--- src/rtl/upsize_pack_pkg.sv ---
// Shared constants and helpers for the upsize_pack sample-to-wide-word packer.
// Defaults describe the reference 4-lane, 20->32 bit, shift-by-12 configuration.
package upsize_pack_pkg;

  localparam int DEF_PARALLEL_OUT = 4;
  localparam int DEF_DIN_WIDTH    = 20;
  localparam int DEF_DOUT_WIDTH   = 32;
  localparam int DEF_SHIFT        = 12;

  // Sign-extension pad for the default configuration.
  localparam int LANE_PAD = DEF_DOUT_WIDTH - DEF_DIN_WIDTH;

  // Lane counter width; a single-lane build still needs one bit.
  function automatic int cnt_width(input int n);
    return (n <= 1) ? 1 : $clog2(n);
  endfunction

  // Low bit index of lane 'lane' inside a packed word of 'width'-bit lanes.
  function automatic int lane_lsb(input int lane, input int width);
    return lane * width;
  endfunction

endpackage

--- src/rtl/upsize_lane.sv ---
// Widens one signed narrow sample into a wide lane: sign-extend, then shift left
// so the fractional point lines up with the wide format.
module upsize_lane #(
  parameter int DIN_WIDTH  = 20,
  parameter int DOUT_WIDTH = 32,
  parameter int SHIFT      = 12
) (
  input  logic [DIN_WIDTH-1:0]  din,
  output logic [DOUT_WIDTH-1:0] lane
);

  logic signed [DOUT_WIDTH-1:0] ext;

  assign ext  = DOUT_WIDTH'($signed(din));
  assign lane = ext <<< SHIFT;

endmodule

--- src/rtl/upsize_pack.sv ---
// Packs PARALLEL_OUT widened samples into one output word with a double buffer.
// Optional flush (din_last / dout_keep) is enabled by defining UPSIZE_PACK_FLUSH_EN.
module upsize_pack
  import upsize_pack_pkg::*;
#(
  parameter int PARALLEL_OUT = DEF_PARALLEL_OUT,
  parameter int DIN_WIDTH    = DEF_DIN_WIDTH,
  parameter int DOUT_WIDTH   = DEF_DOUT_WIDTH,
  parameter int SHIFT        = DEF_SHIFT
) (
  input  logic                             clk,
  input  logic                             rst_n,
  input  logic [DIN_WIDTH-1:0]             din,
  input  logic                             din_valid,
  output logic                             din_ready,
`ifdef UPSIZE_PACK_FLUSH_EN
  input  logic                             din_last,
  output logic [PARALLEL_OUT-1:0]          dout_keep,
`endif
  output logic [PARALLEL_OUT*DOUT_WIDTH-1:0] dout,
  output logic                             dout_valid,
  input  logic                             dout_ready
);

  // Handshake: a transfer happens on a rising edge where valid && ready are both
  // high; valid never waits on ready, and dout holds steady while unaccepted.

  localparam int             CW   = cnt_width(PARALLEL_OUT);
  localparam int             WW   = PARALLEL_OUT * DOUT_WIDTH;
  localparam logic [CW-1:0]  LAST = CW'(PARALLEL_OUT - 1);

  if (DIN_WIDTH + SHIFT > DOUT_WIDTH) begin : g_bad_cfg
    $error("upsize_pack: DIN_WIDTH+SHIFT must not exceed DOUT_WIDTH");
  end

  logic [CW-1:0]  cnt_q, cnt_d;
  logic [WW-1:0]  collect_q, collect_d;
  logic [WW-1:0]  dout_q, dout_d;
  logic           dout_valid_q, dout_valid_d;
  logic [DOUT_WIDTH-1:0] lane_w;
  logic [WW-1:0]  word_w;
  logic           last_in, at_last, accept, complete, din_ready_w;

`ifdef UPSIZE_PACK_FLUSH_EN
  logic [PARALLEL_OUT-1:0] keep_q, keep_d, keep_w;
  assign last_in   = din_last;
  assign dout_keep = keep_q;
`else
  assign last_in   = 1'b0;
`endif

  upsize_lane #(
    .DIN_WIDTH (DIN_WIDTH),
    .DOUT_WIDTH(DOUT_WIDTH),
    .SHIFT     (SHIFT)
  ) u_lane (
    .din (din),
    .lane(lane_w)
  );

  always_comb begin
    at_last      = (cnt_q == LAST) || last_in;
    // Only the word-completing sample must wait for the output buffer to drain.
    din_ready_w  = !(at_last && dout_valid_q && !dout_ready);
    accept       = din_valid && din_ready_w;
    complete     = accept && at_last;

    word_w = collect_q;
    for (int i = 0; i < PARALLEL_OUT; i++) begin
      if (cnt_q == CW'(i)) word_w[lane_lsb(i, DOUT_WIDTH) +: DOUT_WIDTH] = lane_w;
    end

    cnt_d        = cnt_q;
    collect_d    = collect_q;
    dout_d       = dout_q;
    dout_valid_d = dout_valid_q;

    if (dout_valid_q && dout_ready) dout_valid_d = 1'b0;

    if (accept) begin
      if (complete) begin
        // Clearing the collector keeps unfilled lanes of a flushed word at zero.
        cnt_d        = '0;
        collect_d    = '0;
        dout_d       = word_w;
        dout_valid_d = 1'b1;
      end else begin
        cnt_d     = cnt_q + CW'(1);
        collect_d = word_w;
      end
    end
  end

`ifdef UPSIZE_PACK_FLUSH_EN
  always_comb begin
    keep_w = '0;
    for (int i = 0; i < PARALLEL_OUT; i++) begin
      keep_w[i] = (CW'(i) <= cnt_q);
    end
    keep_d = complete ? keep_w : keep_q;
  end

  always_ff @(posedge clk or negedge rst_n) begin
    if (!rst_n) keep_q <= '0;
    else        keep_q <= keep_d;
  end
`endif

  always_ff @(posedge clk or negedge rst_n) begin
    if (!rst_n) begin
      cnt_q        <= '0;
      collect_q    <= '0;
      dout_q       <= '0;
      dout_valid_q <= 1'b0;
    end else begin
      cnt_q        <= cnt_d;
      collect_q    <= collect_d;
      dout_q       <= dout_d;
      dout_valid_q <= dout_valid_d;
    end
  end

  assign din_ready  = din_ready_w;
  assign dout       = dout_q;
  assign dout_valid = dout_valid_q;

endmodule

--- config.mk ---
export PLATFORM = sky130hd
export DESIGN_NAME = upsize_pack
export DESIGN_NICKNAME = d
export VERILOG_FILES = /design/src/rtl/upsize_pack_pkg.sv /design/src/rtl/upsize_lane.sv /design/src/rtl/upsize_pack.sv
export SDC_FILE = /design/constraint.sdc
export NUM_CORES = 1
export LEC_CHECK = 0
export ABC_CLOCK_PERIOD_IN_PS = 2500
export BUFFER_PORTS_ARGS = -buffer_cell sky130_fd_sc_hd__buf_2
export CORE_MARGIN = 2
export CORE_UTILIZATION = 45
export CTS_BUF_LIST = sky130_fd_sc_hd__clkbuf_4
export DETAILED_ROUTE_END_ITERATION = 10
export PLACE_DENSITY = 0.66
export SLEW_MARGIN = 20
export SYNTH_ARGS = -nofsm -noshare
export SYNTH_HDL_FRONTEND = slang
export SYNTH_SLANG_ARGS = --single-unit
export TNS_END_PERCENT = 100
--- constraint.sdc ---
create_clock -name clk -period 2.5 [get_ports clk]
set_input_delay 0.125 -clock clk [delete_from_list [all_inputs] [get_ports clk]]
set_output_delay 0.125 -clock clk [all_outputs]
set_load 0.05 [all_outputs]
Word-level counts from Yosys, hierarchy flattened
Cells that the tools add are included.
{ "totals": {"regBits": 259, "in_bits": 24, "out_inout_bits": 130, "wordCells": 26} }
{ "classes": {"addsub": 1, "n_eq_ne": 3, "n_mux": 9, "reduce_logical": 9} }
{ "op_table": {"columns": ["op", "n"], "rows": [
  ["$mux W128", 1],
  ["$mux W32", 4],
  ["$logic_and A1 B1 Y1", 5],
  ["$eq A2 B2 Y1 const B", 2],
  ["$mux W1", 3],
  ["$add A2 B1 Y2 const B", 1],
  ["$eq A2 B1 Y1 const B", 1],
  ["$logic_not A1 Y1", 2],
  ["$logic_not A2 Y1", 1],
  ["$mux W2", 1],
  ["$reduce_and A2 Y1", 1]
]} }

Depth between registers and ports, before layout
Gate-level depths: netlist of run 1.
{ "logic_depth": {"depth_word": 8, "ltp_mapped": 8, "depth_no_buf": 5} }

Modules after synthesis
A second synthesis of run 1 with hierarchy kept.
{ "hier_totals": {"hier_cells": 861, "hier_area_um2": 10689.0} }
{ "modules_own_cells": {"columns": ["mod", "n_inst", "cells_each", "area_per_inst_um2", "seq_area_each_um2"], "rows": [
  ["upsize_pack", 1, 828, 10445.0, 5680.4],
  ["upsize_lane", 1, 33, 244.0, 0.0]
]} }

Worst setup path before layout of run 1
OpenSTA, ideal clock, no wires.
{ "synth_timing": {"path_kind": "reg2reg", "from": "reg dout_valid_q (netlist: dout_valid)", "to": "reg cnt_q[1]", "setup_ns": 0.125, "arrival_ns": 1.743, "t_required_ns": 2.375, "path_slack_ns": 0.632, "stages_incl_launch_ff": 5, "n_path_buf": 0, "period_less_slack_ns": 1.868, "cell_sequence": "dfrtp_1 and3b_1 inv_1 nand2_1 mux2_2"} }
{ "synth_via": {"elab_chain_len": 6} }
{ "synth_rtl": {"columns": ["item", "line", "source"], "rows": [
  ["from (decl)", "upsize_pack.sv:39", "logic dout_valid_q, dout_valid_d;"],
  ["from (signal assigned)", "upsize_pack.sv:119", "dout_valid_q <= dout_valid_d;"],
  ["$logic_and A1 B1 Y1 * (2 in a row)", "upsize_pack.sv:64", "din_ready_w = !(at_last && dout_valid_q && !dout_ready);"],
  ["$logic_not A1 Y1 *", "upsize_pack.sv:64", null],
  ["named net din_ready", "upsize_pack.sv:15", "output logic din_ready,"],
  ["$logic_and A1 B1 Y1 *", "upsize_pack.sv:65", "accept = din_valid && din_ready_w;"],
  ["$logic_and A1 B1 Y1", "upsize_pack.sv:66", "complete = accept && at_last;"],
  ["$mux W2", "upsize_pack.sv:81", "if (complete) begin"],
  ["to (signal assigned)", "upsize_pack.sv:116", "cnt_q <= cnt_d;"],
  ["to (decl)", "upsize_pack.sv:36", "logic [CW-1:0] cnt_q, cnt_d;"]
]} }
Mark *: on every way through the listed nets, which the timed path passes. The rest lies on a longest branch.
A chain may end at the register's enable or synchronous reset.

Final worst setup path of run 1
{ "layout_timing": {"from": "reg cnt_q[0]", "to": "out din_ready"} }
{ "layout_via": {"elab_chain_len": 4} }
{ "layout_rtl": {"columns": ["item", "line", "source"], "rows": [
  ["$eq A2 B2 Y1", "upsize_pack.sv:62", "at_last = (cnt_q == LAST) || last_in;"],
  ["$logic_and A1 B1 Y1 (2 in a row)", "upsize_pack.sv:64", null],
  ["$logic_not A1 Y1", "upsize_pack.sv:64", null],
  ["to (decl)", "upsize_pack.sv:15", null]
]} }
No other way between the ends.

==> impl_metrics.env, run 1 <==
export IMPL_wire_per_inst_um=16.9
export IMPL_hold_viol=0
export IMPL_clkTransAtPathRegs_ns=0.06
export IMPL_h_tree_depth=2
export IMPL_timing_setup_tns_ns=0
export IMPL_ys_warn_count=0
export IMPL_cts_sinks=227
export IMPL_maxCapViolCount=0
export IMPL_synth_top_cell_area_share_pct=58.0
export IMPL_fin_worst_skew_ns=0.0467
export IMPL_netlist_instances=750
export IMPL_critPathRequiredTime_ns=2.38
export IMPL_worst_pin_slew_ns=0.720
export IMPL_rsz0062_at_grt="no"
export IMPL_start_util_pct=46.3
export IMPL_setup_viol=0
export IMPL_grt_max_degree=87
export IMPL_clockBufferDepth=3
export IMPL_final_nets=980
export IMPL_clk_latency_ns=0.68
export IMPL_hp_class="in -> async"
export IMPL_antenna_found_initial=1
export IMPL_synth_seq_cells=227
export IMPL_vias=6439
export IMPL_cts_setup_buffers=0
export IMPL_post_place_ws_ns=0.537
export IMPL_p_per_area_mw_per_mm2=1370
export IMPL_fp_dieH_um=151
export IMPL_start_kind="register"
export IMPL_maxSlewHeadroom_pct=52.0
export IMPL_path_class="reg -> out"
export IMPL_postSynthAreaPerCell_um2=13.0
export IMPL_min_period_ns=2.05
export IMPL_slew_viol_final=0
export IMPL_timing_fmax_mhz=488
export IMPL_regArea_mm2=0.00568
export IMPL_vias_per_cell=5.06
export IMPL_dp_cells=1140
export IMPL_grt_usage_pct=19.5
export IMPL_multi_input_comb_area_mm2=0.00381
export IMPL_die_area_mm2=0.0229
export IMPL_slowest_stage="dfrtp_1"
export IMPL_syn2layout_area_growth_pct=21.3
export IMPL_drtIter0Drc=306
export IMPL_nFillCells=1803
export IMPL_reg2reg_from="cnt_q[0]"
export IMPL_numPortBuffers=153
export IMPL_cts_root_buf="clkbuf_4"
export IMPL_wirelength_um=21500
export IMPL_fp_coreArea_mm2=0.0212
export IMPL_path_buf_inv=2
export IMPL_synthTopCellsByArea="dfrtp_1, mux2_2, nor2b_1"
export IMPL_critPathMaxFanout=6
export IMPL_crit_path_end_kind="output port"
export IMPL_grt_pass1_wl_um=35100
export IMPL_period_share_pct=81.9
export IMPL_rows=53
export IMPL_path_delay_family="flip-flops"
export IMPL_outcome="finished, final reports clean"
export IMPL_synth_cell_type_count=23
export IMPL_instances_no_fill=1272
export IMPL_ant_nets=0
export IMPL_netlist_area_mm2=0.00979
export IMPL_finalWeightedCongestion=0.702
export IMPL_drive_gt1_share_pct=38.7
export IMPL_crit_chain="ha_2 > and3b_1 > inv_1 > buf_2"
export IMPL_crit_start="cnt_q[0]"
export IMPL_r2r_slack_ns=0.57
export IMPL_globalRouteOverflowTotal=0
export IMPL_p_leak_uw=0.00611
export IMPL_grt_pass1_vias=6676
export IMPL_cts_tree="built"
export IMPL_die_w_um=151
export IMPL_cts_buffers=61
export IMPL_arrival_ns=1.92
export IMPL_drc=0
export IMPL_syn_num_nets=778
export IMPL_max_stage_delay_ns=0.42
export IMPL_peakVddDrop_mv=0.884
export IMPL_yosysTopAreaCell="dfrtp_1"
export IMPL_post_cts_resized=0
export IMPL_hpwl_um=13100
export IMPL_synth_seq_area_share_pct=58.0
export IMPL_setup_slack_ns=0.452
export IMPL_drtPass1Iterations=4
export IMPL_io_pins=154
==> metrics by stage <==
stage	area, µm²	util [%]	hold slack (ns)	power, µW
2_1_floorplan	9790	-	-0.171	11300
4_1_cts	11900	56.1	0.0357	16500
3_5_place_dp	10900	51.3	0.178	13100
5_1_grt	11900	56.1	0.0853	17400
6_report	11900	56.1	0.0464	16300
3_3_place_gp	10900	51.3	0.189	13000
==> synth_stat cells <==
library cell    n
nand2b_4        1
a31oi_1         1
buf_2          25
clkbuf_2        3
a21oi_1        61
mux2_2         77
inv_1           4
o21ai_0         3
and2_1         15
buf_1           5
dfrtp_1       227
a21o_1         60
and3b_1         1
and3_4          1
ha_1            4
nor2_1          3
mux2_4         40
nor2b_1       132
buf_6           6
clkbuf_1       18
nand3_1         1
nand2_1         2
o2bb2ai_1      60
==> final timing paths <==
kind                       cells past startpoint           end
setup / recovery                               4     din_ready
hold / removal                                 2      dout[87]
setup reg to reg                               6  collect_q[3]
hold reg to reg                                1     dout[106]
max in group asynchronous                      3      dout[42]
min in group clk                               3     dout[115]
==> final cells by class <==
class | count | share of cell area [%]
clock buffer | 83 | 5.25
tap | 275 | 2.90
antenna | 1 | 0.0211
inverter | 4 | 0.127
multi-input combinational | 462 | 32.1
sequential | 227 | 47.9
clock inverter | 24 | 1.23
timing repair buffer | 196 | 10.5
==> state kept, by name, indices dropped and copies added, names as in the netlist <==
register    cells
cnt_q           2
dout          128
collect_q      96
dout_valid      1
==> placed cells by master, fill, tap and decap left out <==
cell,Yosys,layout
buf_4,0,12
buf_12,0,7
nand2_1,2,1
mux2_2,77,77
ha_2,0,4
clkinv_2,0,3
inv_1,4,4
dlygate4sd3_1,0,24
clkinv_1,0,18
buf_2,25,152
bufinv_16,0,2
mux2_4,40,40
buf_8,0,1
clkbuf_4,0,83
nand2_2,0,1
diode_2,0,1
and3_4,1,1
o2bb2ai_1,60,60
a31oi_1,1,1
and3b_1,1,1
nand3_1,1,1
inv_2,0,1
nor2b_1,132,132
dfrtp_1,227,227
a21o_1,60,60
a21oi_1,61,61
nand2b_4,1,1
nor2_1,3,3
and2_1,15,15
o21ai_0,3,3
==> per-layer routing <==
metal	track usage, %	wire length [µm]	part of all wire (%)
met5	0	0	0
met3	4.04	959	4.5
met1	26.9	10000	47
met4	6.40	387	1.8
met2	30.9	10100	47
==> logic make-up (layout without fill, tap and decap cells) <==
family                     count (synthesis)  in the layout  synth area share [%]
other                                      0              1                     0
muxes                                    117            117                  15.0
DFF                                      227            227                  58.0
and+or+nand+nor                          156            156                  9.98
AOI/OAI and AO/OA                        185            185                  13.3
buffers and inverters                     61            307                  3.16
adders and majority gates                  4              4                 0.511
==> timing repair <==
item | in CTS | in global routing
setup endpoints to repair | 0 | 0
hold endpoints to repair | 366 | 0
hold buffers | 24 | 0
==> power by group <==
part / internal (µW) / switching, µW / leakage, µW / total (µW)
sequential: 4850 / 572 / 0.00291 / 5420
clock: 1740 / 1510 / 0.000454 / 3250
combinational: 2760 / 4830 / 0.00274 / 7590
total: 9350 / 6910 / 0.00611 / 16300
Note: power is estimated with default switching activity, not from simulation.
==> run 2: changes to the inputs <==
--- a/config.mk
+++ b/config.mk
@@ -5,7 +5,7 @@
 export SDC_FILE = /design/constraint.sdc
 export NUM_CORES = 1
 export LEC_CHECK = 0
-export ABC_CLOCK_PERIOD_IN_PS = 2500
+export ABC_CLOCK_PERIOD_IN_PS = 2000
 export BUFFER_PORTS_ARGS = -buffer_cell sky130_fd_sc_hd__buf_2
 export CORE_MARGIN = 2
 export CORE_UTILIZATION = 45
==> constraint.sdc (replaced) <==
create_clock -name clk -period 2 [get_ports clk]
set_input_delay 0.1 -clock clk [delete_from_list [all_inputs] [get_ports clk]]
set_output_delay 0.1 -clock clk [all_outputs]
set_load 0.05 [all_outputs]
==> run 2 against run 1 <==
  * Sequential share of layout area barely moved
  * Worst setup slack got worse by 0.31 ns
  * Design area barely moved
  * Register-to-register slack got worse by 0.39 ns
  * Critical path depth did not move
  * Sequential cell count did not move
  * Via count rose by 0.57%
  * Count of clock-buffer cells in the layout rose by 2
  * Sequential power rose by 26%
  * Largest cell class unchanged
  * Highest routed layer unchanged
==> impl_metrics.env, run 2 (synthesis results as in run 1) <==
export IMPL_arrival_ns=1.76
export IMPL_crit_chain="ha_4 > and3b_2 > inv_2 > buf_8"
export IMPL_rows=53
export IMPL_antenna_found_initial=1
export IMPL_nFillCells=1807
export IMPL_p_leak_uw=0.00610
export IMPL_path_class="reg -> out"
export IMPL_finalWeightedCongestion=0.697
export IMPL_setup_slack_ns=0.139
export IMPL_multi_input_comb_area_mm2=0.00382
export IMPL_slowest_stage="dfrtp_2"
export IMPL_hp_class="in -> reg"
export IMPL_worst_pin_slew_ns=0.737
export IMPL_outcome="finished, final reports clean"
export IMPL_final_nets=980
export IMPL_fin_area_mm2=0.0119
export IMPL_setup_viol=0
export IMPL_grt_pass1_wl_um=36000
export IMPL_clkTransAtPathRegs_ns=0.07
export IMPL_instances_no_fill=1260
export IMPL_die_area_mm2=0.0229
export IMPL_critPathRequiredTime_ns=1.90
export IMPL_final_cell_mix="dfrtp_1, buf_2, nor2b_1"
export IMPL_maxSlewHeadroom_pct=50.9
export IMPL_drc=0
export IMPL_p_per_area_mw_per_mm2=1700
export IMPL_numPortBuffers=153
export IMPL_placed_cell_area_mm2=0.0109
export IMPL_vias_per_cell=5.14
export IMPL_path_buf_inv=2
export IMPL_clk_latency_ns=0.66
export IMPL_largest_register_ffs=128
export IMPL_drtPass1Iterations=4
export IMPL_start_util_pct=46.3
export IMPL_slew_viol_final=0
export IMPL_timing_setup_tns_ns=0
export IMPL_drtIter0Drc=340
export IMPL_layout_commonest_cell="dfrtp_1"
export IMPL_fin_worst_skew_ns=0.0341
export IMPL_drive_gt1_share_pct=39.5
export IMPL_h_tree_depth=2
export IMPL_hold_viol=0
export IMPL_globalRouteOverflowTotal=0
export IMPL_dp_cells=1141
export IMPL_cts_buffers=58
export IMPL_cts_root_buf="clkbuf_4"
export IMPL_grt_max_degree=69
export IMPL_regArea_mm2=0.00568
export IMPL_crit_path_end_kind="output port"
export IMPL_post_place_ws_ns=0.250
export IMPL_io_pins=154
export IMPL_period_share_pct=93.0
export IMPL_grt_usage_pct=20.1
export IMPL_cts_tree="built"
export IMPL_start_kind="register"
export IMPL_timing_fmax_mhz=537
export IMPL_r2r_slack_ns=0.18
export IMPL_die_w_um=151
export IMPL_cts_sinks=227
export IMPL_wirelength_um=22000
export IMPL_hpwl_um=13500
export IMPL_fp_coreArea_mm2=0.0212
export IMPL_path_delay_family="flip-flops"
export IMPL_fp_dieH_um=151
export IMPL_peakVddDrop_mv=1.29
export IMPL_clockBufferDepth=3
export IMPL_vias=6476
export IMPL_wire_per_inst_um=17.4
export IMPL_critPathMaxFanout=7
export IMPL_max_stage_delay_ns=0.44
export IMPL_rsz0062_at_grt="no"
export IMPL_grt_pass1_vias=6739
export IMPL_ant_nets=0
export IMPL_syn2layout_area_growth_pct=21.3
export IMPL_maxCapViolCount=0
export IMPL_min_period_ns=1.86
-- run 2: cell type report --
class / count / area share (%)
multi-input cells: 462 / 32.2
inverters: 4 / 0.126
clock inverters: 7 / 0.221
diodes: 1 / 0.0211
flip-flops and latches: 227 / 47.9
repair buffers: 199 / 11.3
well taps: 275 / 2.90
clock buffers: 85 / 5.38
-- run 2: final timing paths --
kind,from,cells past startpoint,endpoint
hold / removal,dout_ready,4,dout_valid
setup / recovery,cnt_q[0],4,din_ready
min in group asynchronous,rst_n,3,dout[92]
max in group asynchronous,rst_n,4,dout[6]
hold reg to reg,collect_q[80],1,collect_q[80]
setup reg to reg,cnt_q[0],7,dout[14]
-- run 2: repair_timing --
| action | CTS | global route |
|---|---|---|
| hold endpoints to repair | 374 | 0 |
| hold buffers | 24 | 0 |
| gates resized for setup | 3 | 5 |
| setup buffers | 0 | 2 |
| setup endpoints to repair | 1 | 1 |
-- run 2: worst reg2reg max path, delay by kind of cell, from the launching register on --
| kind | cells | cell delay [ns] |
|---|---|---|
| buf+inv | 3 | 0.51 |
| flops | 1 | 0.44 |
| mux | 1 | 0.26 |
| fa+ha+maj | 1 | 0.23 |
| compound gates | 1 | 0.16 |
| simple gates | 1 | 0.12 |
-- run 2: report_power, final --
part	switching [µW]	leakage (µW)	internal [µW]
logic	6070	0.00278	3560
registers	761	0.00291	6070
clock network	1780	0.000405	1910
total	8610	0.00610	11500
-- run 2: metal layers --
metal	routed length (µm)	GRT usage (%)
met2	10500	32.7
met1	10100	26.9
met5	0	0
met3	997	4.61
met4	345	6.17
-- run 2: per-stage QoR --
step                      hold slack [ns]  util (%)  power, µW
after floorplan                    -0.196         -      14100
after global placement              0.110      51.6      16300
after detailed placement            0.103      51.6      16500
after CTS                           0.258      56.0      20300
after global routing                0.265      56.1      21500
final                               0.325      56.1      20100
